[config.mk]
export PLATFORM = sky130hd
export DESIGN_NAME = tlu_dut_rx
export DESIGN_NICKNAME = d
export VERILOG_FILES = /design/src/rtl/tlu_dut_rx.sv
export SDC_FILE = /design/constraint.sdc
export NUM_CORES = 1
export LEC_CHECK = 0
export CAP_MARGIN = 20
export CORE_MARGIN = 5
export CORE_UTILIZATION = 51
export CTS_BUF_LIST = sky130_fd_sc_hd__clkbuf_8
export CTS_CLUSTER_DIAMETER = 120
export DETAILED_ROUTE_END_ITERATION = 8
export GPL_TIMING_DRIVEN = 1
export PLACE_DENSITY = 0.83
export RECOVER_POWER = 50
export SLEW_MARGIN = 10
export SYNTH_ARGS = -nofsm -noshare
export SYNTH_HDL_FRONTEND = slang
export SYNTH_SLANG_ARGS = --single-unit
[constraint.sdc]
create_clock -name SYS_CLK -period 2.4 [get_ports SYS_CLK]
set_clock_uncertainty 0.15 [all_clocks]
set_input_delay 0.48 -clock SYS_CLK [delete_from_list [all_inputs] [get_ports SYS_CLK]]
set_output_delay 0.48 -clock SYS_CLK [all_outputs]
set_load 0.1 [all_outputs]
[src/rtl/tlu_dut_rx.sv]
`default_nettype none
// ============================================================================
// Module   : tlu_dut_rx
// Purpose  : DUT-side TLU trigger/handshake receiver. Accepts TLU_TRIGGER,
//            acknowledges with TLU_BUSY, clocks in the LSB-first trigger ID
//            with TLU_CLOCK and holds busy while local readout is active.
// Revision : 1.0 - initial release
// ============================================================================
module tlu_dut_rx #(
    parameter int ID_BITS      = 15,
    parameter int CLK_DIV      = 8,
    parameter int MIN_TRIG_LEN = 2,
    parameter int ACK_TIMEOUT  = 255
) (
    input  logic               SYS_CLK,
    input  logic               SYS_RST_N,
    input  logic               ENABLE,
    input  logic               DUT_BUSY,
    input  logic               TLU_TRIGGER,
    input  logic               TLU_RESET,
    output logic               TLU_CLOCK,
    output logic               TLU_BUSY,
    output logic               TRIG_OUT,
    output logic [ID_BITS-1:0] TRIG_ID,
    output logic               ID_VALID,
    output logic [31:0]        TRIG_CNT,
    output logic [7:0]         ERR_CNT,
    output logic               TIMEOUT_ERR
);

    localparam int DEB_W = (MIN_TRIG_LEN < 2) ? 1 : $clog2(MIN_TRIG_LEN);
    localparam int ACK_W = $clog2(ACK_TIMEOUT + 1);
    localparam int PER_W = $clog2(2 * CLK_DIV);
    localparam int BIT_W = (ID_BITS < 2) ? 1 : $clog2(ID_BITS);

    localparam logic [DEB_W-1:0] DEB_LAST = DEB_W'(MIN_TRIG_LEN - 1);
    localparam logic [ACK_W-1:0] ACK_LAST = ACK_W'(ACK_TIMEOUT - 1);
    localparam logic [PER_W-1:0] PER_LAST = PER_W'(2 * CLK_DIV - 1);
    localparam logic [PER_W-1:0] CLK_HI   = PER_W'(CLK_DIV);
    localparam logic [BIT_W-1:0] BIT_LAST = BIT_W'(ID_BITS - 1);

    typedef enum logic [2:0] {
        S_IDLE    = 3'd0,
        S_ACK     = 3'd1,
        S_CLOCK   = 3'd2,
        S_HOLD    = 3'd3,
        S_RELEASE = 3'd4
    } state_t;

    state_t             state;
    state_t             state_next;
    logic               trig_meta;
    logic               trig_s;
    logic               rst_meta;
    logic               rst_s;
    logic [DEB_W-1:0]   deb_cnt;
    logic [ACK_W-1:0]   ack_cnt;
    logic [PER_W-1:0]   per_cnt;
    logic [PER_W-1:0]   per_next;
    logic [BIT_W-1:0]   bit_idx;
    logic [BIT_W-1:0]   bit_next;
    logic [ID_BITS-2:0] shreg;
    logic [ID_BITS-1:0] shifted;
    logic               accept;
    logic               timeout;
    logic               sample;
    logic               last_bit;

    // Shift right: the new bit enters at the MSB so bit 0 ends at the LSB.
    assign shifted = {trig_s, shreg};

    // Two-flop synchronisers for the asynchronous link inputs.
    always_ff @(posedge SYS_CLK or negedge SYS_RST_N) begin
        if (!SYS_RST_N) begin
            trig_meta <= 1'b0;
            trig_s    <= 1'b0;
            rst_meta  <= 1'b0;
            rst_s     <= 1'b0;
        end else begin
            trig_meta <= TLU_TRIGGER;
            trig_s    <= trig_meta;
            rst_meta  <= TLU_RESET;
            rst_s     <= rst_meta;
        end
    end

    // State register.
    always_ff @(posedge SYS_CLK or negedge SYS_RST_N) begin
        if (!SYS_RST_N) begin
            state <= S_IDLE;
        end else begin
            state <= state_next;
        end
    end

    // Next-state decode plus the single-cycle events that drive the datapath.
    always_comb begin
        state_next = state;
        accept     = 1'b0;
        timeout    = 1'b0;
        sample     = 1'b0;
        last_bit   = 1'b0;
        per_next   = '0;
        bit_next   = '0;
        case (state)
            S_IDLE: begin
                if (trig_s && ENABLE && (deb_cnt == DEB_LAST)) begin
                    accept     = 1'b1;
                    state_next = S_ACK;
                end
            end
            S_ACK: begin
                if (!trig_s) begin
                    state_next = S_CLOCK;
                end else if (ack_cnt == ACK_LAST) begin
                    timeout    = 1'b1;
                    state_next = S_HOLD;
                end
            end
            S_CLOCK: begin
                bit_next = bit_idx;
                per_next = per_cnt + 1'b1;
                if (per_cnt == PER_LAST) begin
                    sample   = 1'b1;
                    per_next = '0;
                    bit_next = bit_idx + 1'b1;
                    if (bit_idx == BIT_LAST) begin
                        last_bit   = 1'b1;
                        state_next = S_HOLD;
                    end
                end
            end
            S_HOLD: begin
                if (!DUT_BUSY) begin
                    state_next = S_RELEASE;
                end
            end
            S_RELEASE: begin
                if (!trig_s) begin
                    state_next = S_IDLE;
                end
            end
            default: state_next = S_IDLE;
        endcase
    end

    // Counters, ID shift register and registered outputs.
    always_ff @(posedge SYS_CLK or negedge SYS_RST_N) begin
        if (!SYS_RST_N) begin
            deb_cnt     <= '0;
            ack_cnt     <= '0;
            per_cnt     <= '0;
            bit_idx     <= '0;
            shreg       <= '0;
            TRIG_ID     <= '0;
            ID_VALID    <= 1'b0;
            TRIG_OUT    <= 1'b0;
            TIMEOUT_ERR <= 1'b0;
            TLU_BUSY    <= 1'b0;
            TLU_CLOCK   <= 1'b0;
            TRIG_CNT    <= '0;
            ERR_CNT     <= '0;
        end else begin
            // Debounce only counts a continuous, enabled high in IDLE.
            if ((state == S_IDLE) && trig_s && ENABLE && !accept) begin
                deb_cnt <= deb_cnt + 1'b1;
            end else begin
                deb_cnt <= '0;
            end

            ack_cnt <= (state == S_ACK) ? ack_cnt + 1'b1 : '0;
            per_cnt <= per_next;
            bit_idx <= bit_next;

            if (sample) begin
                shreg <= shifted[ID_BITS-1:1];
            end
            if (last_bit) begin
                TRIG_ID <= shifted;
            end

            ID_VALID    <= last_bit;
            TRIG_OUT    <= accept;
            TIMEOUT_ERR <= timeout;
            // Busy follows the current state, so it rises one cycle after
            // TRIG_OUT and falls one cycle after HOLD is left.
            TLU_BUSY    <= (state == S_ACK) || (state == S_CLOCK) || (state == S_HOLD);
            TLU_CLOCK   <= (state_next == S_CLOCK) && (per_next < CLK_HI);

            // A synchronised TLU_RESET wins over a same-cycle acceptance.
            if (rst_s) begin
                TRIG_CNT <= '0;
            end else if (accept) begin
                TRIG_CNT <= TRIG_CNT + 32'd1;
            end

            if (timeout && (ERR_CNT != 8'hFF)) begin
                ERR_CNT <= ERR_CNT + 8'd1;
            end
        end
    end

endmodule
`default_nettype wire

== Word level (Yosys, flattened, before mapping) ==
Cells that the tools add are included.

* Input bits: 6
* Logic and storage cells: 73
* Bits in registers: 98

* Add/sub/neg operators: 6
* Reductions and logical operators: 12
* Order comparisons: 1
* Muxes and demuxes: 26
* Equality and inequality tests: 10

{| class="wikitable"
|+ Operator list
! operator !! number
|-
| $mux 32 || 2
|-
| $add 32x1->32 const B || 1
|-
| $mux 3 || 7
|-
| $add 8x1->8 const B || 2
|-
| $mux 4 || 4
|-
| $pmux 3 s5 || 1
|-
| $mux 1 || 11
|-
| $eq 3x2->1 const B || 3
|-
| $add 4x1->4 const B || 2
|-
| $eq 4x4->1 const B || 2
|-
| $eq 8x8->1 const B || 1
|-
| $mux 8 || 1
|-
| $ne 8x8->1 const B || 1
|-
| $logic_and 1x1->1 || 7
|-
| $lt 4x4->1 const B || 1
|-
| $eq 3x1->1 const B || 1
|-
| $eq 3x3->1 const B || 1
|-
| $logic_not 3->1 || 1
|-
| $logic_or 1x1->1 || 2
|-
| $ne 2x2->1 const B || 1
|-
| $reduce_bool 2->1 || 1
|-
| $add 1x1->1 const B || 1
|-
| $logic_not 1->1 || 1
|}

== Depth between registers and ports, before layout ==
Gate-level depths: netlist of the first run.

* Word-level depth: 7
* Depth in mapped cells: 8
* Gate-level depth less buffers: 7

== Least setup slack after synthesis of the first run ==
Ideal clock, no wire load.

* Path kind: flip-flop to flip-flop
* From: register TRIG_CNT[4]
* To: register TRIG_CNT[27]
* Clock period less this slack: 2630 ps
* Stages on the path, launching flop included: 6
* Buffers on the path: 1
* Data arrival time: 2356 ps
* Setup time: 125 ps
* Path slack: -230 ps
* Cell sequence: dfrtp_1 -> and4_1 -> clkbuf_1 -> nand4_1 -> nor4_1 -> mux2_2

* Word-level cells in the longest chain between the ends: 3

{| class="wikitable"
|+ Ends and longest elaborated chain
! what !! line !! source
|-
| start, declared || 26 || <nowiki>output logic [31:0] TRIG_CNT,</nowiki>
|-
| start signal, assigned || 194 || <nowiki>TRIG_CNT <= TRIG_CNT + 32'd1;</nowiki>
|-
| $add 32x1->32 || 194 ||
|-
| $mux 32 || 193 || <nowiki>end else if (accept) begin</nowiki>
|-
| $mux 32 || 191 || <nowiki>if (rst_s) begin</nowiki>
|}

Every way passes these cells. The select of a mux whose other input is x is not followed.
A chain may end at the register's enable or synchronous reset.

== Worst setup path after layout of the first run ==
* From: register state[2]
* To: register ERR_CNT[1]

* Word-level cells in the longest chain between the ends: 3

{| class="wikitable"
|+ Ends and longest elaborated chain
! what !! line !! source
|-
| start, declared || 50 || <nowiki>state_t state;</nowiki>
|-
| start signal, assigned || 92 || <nowiki>state <= state_next;</nowiki>
|-
| $eq 3x1->1 || 105 || <nowiki>case (state)</nowiki>
|-
| $mux 1 || 105 ||
|-
| $logic_and 1x1->1 || 197 || <nowiki>if (timeout && (ERR_CNT != 8'hFF)) begin</nowiki>
|-
| end signal, assigned || 198 || <nowiki>ERR_CNT <= ERR_CNT + 8'd1;</nowiki>
|-
| end, declared || 27 || <nowiki>output logic [7:0] ERR_CNT,</nowiki>
|}

Every way passes these cells.

==> results of run 1 <==
[path summary, 6_finish.rpt]
kind                                start  cells after the start          end  slack [ns]
worst max-delay path             state[2]                      4   ERR_CNT[1]        0.20
worst min-delay path            trig_meta                      0       trig_s        0.20
worst max register to register   state[2]                      4   ERR_CNT[1]        0.20
worst min register to register  trig_meta                      0       trig_s        0.20
max in group asynchronous       SYS_RST_N                      2  TRIG_CNT[8]        0.78
min in group asynchronous       SYS_RST_N                      2   ERR_CNT[5]        0.35
[cell families after synthesis]
kind of cell	Yosys count
muxes	37
xor gates and xnor gates	22
adders and majority gates	7
and+or+nand+nor	147
AOI/OAI and AO/OA	47
buffers and inverters	30
DFF	98
[layout make-up]
cell class | count | area share [%]
inverters | 11 | 0.785
clock buffers | 9 | 2.36
clock inverters | 7 | 0.999
well taps | 108 | 2.57
multi-input cells | 260 | 35.0
flip-flops and latches | 98 | 47.1
repair buffers | 77 | 11.2
[cell usage after synthesis, types with 2 or more instances]
library cell / n / share of area, %
dfrtp_1: 98 / 55
mux2_2: 34 / 8.6
nor2_1: 31 / 2.6
a21oi_1: 20 / 2.3
nand3_1: 20 / 2.3
nand2_1: 14 / 1.2
xor2_1: 14 / 2.8
clkbuf_1: 13 / 1.1
inv_1: 11 / 0.93
nor2b_1: 11 / 1.6
nand4_1: 10 / 1.4
o31ai_1: 10 / 1.7
or4_1: 10 / 1.7
and3_1: 9 / 1.3
o21ai_0: 9 / 1.0
or3_1: 8 / 1.1
xnor2_1: 8 / 1.6
ha_1: 7 / 2.0
nor3_1: 7 / 0.79
and4_1: 6 / 1.2
nor4_1: 3 / 0.42
a21o_1: 2 / 0.34
a31oi_1: 2 / 0.28
and2_1: 2 / 0.28
buf_2: 2 / 0.23
buf_6: 2 / 0.51
mux2_1: 2 / 0.51
nor3b_1: 2 / 0.34
nor4_2: 2 / 0.56
[flip-flops by register name (all words and copies together) (netlist names), 3 cells and up]
name      cells
TRIG_ID      15
state         3
bit_idx       4
ERR_CNT       8
per_cnt       4
TRIG_CNT     32
ack_cnt       8
shreg        14
[worst max-delay path, stage by stage (launching register included)]
cell	delay [ns]
dfrtp_1	0.48
or3b_1	0.42
or4_4	0.49
nor2_1	0.20
mux2_1	0.35
[per-stage QoR]
| stage | instance area (sq um) | cells | hold WS (ns) |
|---|---|---|---|
| after detailed placement | 5110 | 554 | 0.185 |
| after global placement | 5110 | 554 | 0.182 |
| after CTS | 5290 | 570 | 0.0350 |
| final | 5260 | 570 | 0.205 |
| after global routing | 5260 | 570 | 0.226 |
| after floorplan | 4460 | 388 | 0.0344 |
[layer usage]
metal / up-vias / track usage [%] / wire (um)
met2: 69 / 29.2 / 4390
met1: 1581 / 23.3 / 3890
li1: 1526 / - / -
met4: 0 / 5.08 / 69
met3: 8 / 3.69 / 413
met5: - / 0 / 0
[where the power goes]
group,switching [mW],total (mW),internal (mW)
Combinational,0.120,0.160,0.0396
Clock,0.597,0.983,0.387
Sequential,0.0166,1.68,1.67
==> impl_metrics.ini, run 1 <==
[sta]
final.setup.worst_slack_ns = 0.198
post-route-period-util_pct = 91.7
slew_viol_final = 0
rsz0062_at_grt = false
max_slew.worst_pin.slew_ns = 1.32
clock.fmax_ghz = 0.454
relSlewSlack_pct = 12.2
timing.setup.tns_ns = 0
hold_viol = 0
min_period_ns = 2.20
setup_viol = 0

[global_routing]
grt_pass1_vias = 3190
antenna_found_initial = 0
gr-usage-all-layers_pct = 17.5
gr-total-overflow = 0
grt_max_degree = 99
grt_first_pass_wirelength_um = 15100

[logic_synthesis]
synth_cells = 388
synth_edf_count = 0
synthArstFlopShare_pct = 100
synth_fa_ha_area_share_pct = 1.98
ys_seq_area_share_pct = 55.3
ys_warn_count = 0
netlist_area_sq_um = 4430
synth_compound_area_share_pct = 6.38
synthSimpleGateAreaFrac_pct = 19.6
synth_top_family_by_area = simple AND/OR/NAND/NOR gates
synthXorXnorAreaFrac_pct = 4.35
yosys_most_used_dff = dfrtp_1
synth_cell_types = 48
avgSynthCellArea_sq_um = 11.4
syn-num-nets = 401
synth.area.mux_share_pct = 9.37
ys_seq_elements = 98

[clock_tree]
ctsLongestPathBuffers = 2
h-tree-depth = 3
cts_hold_buf = 0
clk_latency_ns = 0.36
root_buffer = clkbuf_8
cts_resized = 0
cts_made_buffers = 9
post-cts-setup-buffer-count = 0
clk_pin_slew_worst_paths_ns = 0.10
cts_tree = done
clock_sinks = 98

[layout]
final_cell_mix = 79 x dfrtp_1, 66 x buf_4, 34 x mux2_2, 31 x nor2_1
area_growth_pct = 18.7
post-route-util_pct = 61.2
multiInputGateArea_sq_um = 1840
layout-drive-gt1-share_pct = 31.8
diodes = 0
final_common_cell = dfrtp_1
nets = 470
fillers = 720
seqCellArea_sq_um = 2480

[floorplan]
fp-row-count = 34
fp.dieW_um = 103
core_area_sq_um = 8590
die_y_um = 103
io_pins = 66
initial_utilization_pct = 51.6
dieArea_sq_um = 10700

[drt]
dr.pass1.iters = 4
vias_per_cell = 5.59
drtIter0Drc = 101
wl_um = 8760
drc = 0
antenna_left = 0
num_vias = 3184
wl_per_cell_um = 15.4

[pwr]
power_mw = 2.83
p_leak_nw = 2.47
peakVddDrop_v = 0.000486
power_density_nw_per_um2 = 538

[placement]
io_buffers = 65
place_ws_ns = -0.00932
post-dp-hpwl_um = 6080
gp_routability_congestion = 0.797

[hold_path]
min_path_type = reg2reg

[setup_path]
required_ns = 2.50
critical_path_class = reg2reg
worstPathMaxFanout = 9
start_kind = register
worstPathArrival_ns = 2.30
cp-end-kind = register

[run]
drv_cap = 0

[run_status]
status = finished clean
(Power assumes the default switching activity.)
==> inputs of run 2 (changes only) <==
- PLACE_DENSITY: 0.83 -> 0.79
- SKIP_CTS_REPAIR_TIMING: default -> 1
==> run 2 against run 1 <==
Against the previous run:
- flip-flop and latch count unchanged
- combinational power about the same
- routed wire length up 2.7%
- register-to-register slack worse by 0.04 ns
- sequential power about the same
- global-route usage up 0.65 points
- die area unchanged
- via count up 0.16%
- first-iteration DRC count down 18%
- sequential share of layout area down 0.42 points
- worst setup slack worse by 0.038 ns
- highest routed layer unchanged
==> impl_metrics.ini, run 2 (synthesized netlist as in run 1, its figures left out) <==
[sta]
slew_viol_final = 0
clock.fmax_ghz = 0.447
post-route-period-util_pct = 93.3
max_slew.worst_pin.slew_ns = 1.02
hold_viol = 0
rsz0062_at_grt = false
relSlewSlack_pct = 32.2
min_period_ns = 2.24
final.setup.worst_slack_ns = 0.161
setup_viol = 0

[pwr]
swShare_pct = 27.1
power_frac_comb_pct = 5.6
p_leak_nw = 2.49
p_int_mw = 2.12
pwr-share-seq_pct = 58.3
power_density_nw_per_um2 = 547
power_mw = 2.90
power_frac_clock_pct = 36.2
switchingPower_mw = 0.786
peakVddDrop_v = 0.000335

[hold_path]
whs_endpoint = trig_s
min_path_type = reg2reg
hp-start = trig_meta
worstHoldPathCells = 0

[setup_path]
critical_path.slowest_cell = or3b_2
rr_endpoint = shreg[12]
worstPathArrival_ns = 2.34
r2r_start = state[1]
critPathTopFamily = simple AND/OR/NAND/NOR gates
crit_buf_inv = 2
required_ns = 2.50
worstPathMaxFanout = 14
crit_chain = or3b_2 -> clkbuf_1 -> nor2_1 -> buf_4 -> mux2_2
cp-end-kind = register
ff2ff_path_depth = 5
critical_path_class = reg2reg
r2r_slack_ns = 0.16
start_kind = register
worst_path_largest_cell_delay_ns = 0.55

[drt]
wl_um = 9000
drtIter0Drc = 83
antenna_left = 0
drc = 0
wl_per_cell_um = 15.7
vias_per_cell = 5.55
dr.pass1.iters = 4
num_vias = 3189

[clock_tree]
root_buffer = clkbuf_8
ctsLongestPathBuffers = 2
clk_pin_slew_worst_paths_ns = 0.10
h-tree-depth = 3
clk_latency_ns = 0.37
cts_made_buffers = 9
clock_sinks = 98
cts_tree = done

[layout]
diodes = 0
layout-drive-gt1-share_pct = 32.1
regMostFlops = TRIG_CNT
final_common_cell = dfrtp_1
post-route-util_pct = 61.8
area_growth_pct = 19.7
final_cell_mix = 79 x dfrtp_1, 66 x buf_4, 34 x mux2_2, 31 x nor2_1
largest_reg_flops = 32
reg_top3 = TRIG_CNT: 32 flops, TRIG_ID: 15 flops, shreg: 14 flops
nets = 475

[global_routing]
gr-usage-all-layers_pct = 18.2
grt_max_degree = 42
grt_first_pass_wirelength_um = 15200
grt_pass1_vias = 3215
gr-total-overflow = 0
antenna_found_initial = 0

[floorplan]
fp.dieW_um = 103
die_y_um = 103
dieArea_sq_um = 10700
initial_utilization_pct = 51.6
core_area_sq_um = 8590
fp-row-count = 34
io_pins = 66

[placement]
io_buffers = 65
post-dp-hpwl_um = 6300
gp_routability_congestion = 0.822
place_ws_ns = -0.101

[run_status]
status = finished clean

[run]
drv_cap = 0
-- run 2: cell type report --
cell class                      count  area [sq um]
Multi-Input combinational cell    260          1840
Sequential cell                    98          2480
Fill cell                         722          3290
Clock inverter                      7          71.3
Tap cell                          108           135
Timing Repair Buffer               82           618
Clock buffer                        9           124
Inverter                           11          41.3
-- run 2: how the worst max path moves through the flow --
stage	startpoint	endpoint	depth (start not counted)
floorplan	TRIG_CNT[2]	TRIG_CNT[27]	4
global placement	ENABLE	TRIG_CNT[27]	6
detailed placement	ENABLE	TRIG_CNT[27]	6
CTS	state[2]	ERR_CNT[1]	4
global route	trig_s	TRIG_CNT[13]	5
finish	state[1]	shreg[12]	5
-- run 2: through the flow --
stage                     hold WS [ns]  cell area [sq um]  cells  setup TNS, ns
final                            0.212               5310    575              0
after global placement           0.182               5140    558              0
after CTS                      -0.0574               5340    574              0
after detailed placement         0.196               5140    558         -0.361
after floorplan                 0.0344               4460    388        -0.0204
after global routing             0.215               5310    575              0
-- run 2: layer usage --
metal	track usage, %	part of all wire [%]	up-vias
met5	0	0	-
met4	6.77	1.8	0
met3	4.02	4.4	14
met2	29.5	49	67
met1	24.1	45	1569
li1	-	-	1539
-- run 2: power by group through the flow --
stage	Sequential (mW)	Clock [mW]	Combinational, mW
floorplan	1.76	0	0.0555
global placement	1.72	0	0.169
detailed placement	1.72	0	0.173
CTS	1.69	1.08	0.173
global route	1.69	1.14	0.179
finish	1.69	1.05	0.161
==> inputs of run 3 (changes only) <==
- GPL_ROUTABILITY_DRIVEN: default -> 0
==> results of run 3 <==
The final DEF is identical to that of run 2; final timing and power are the same.
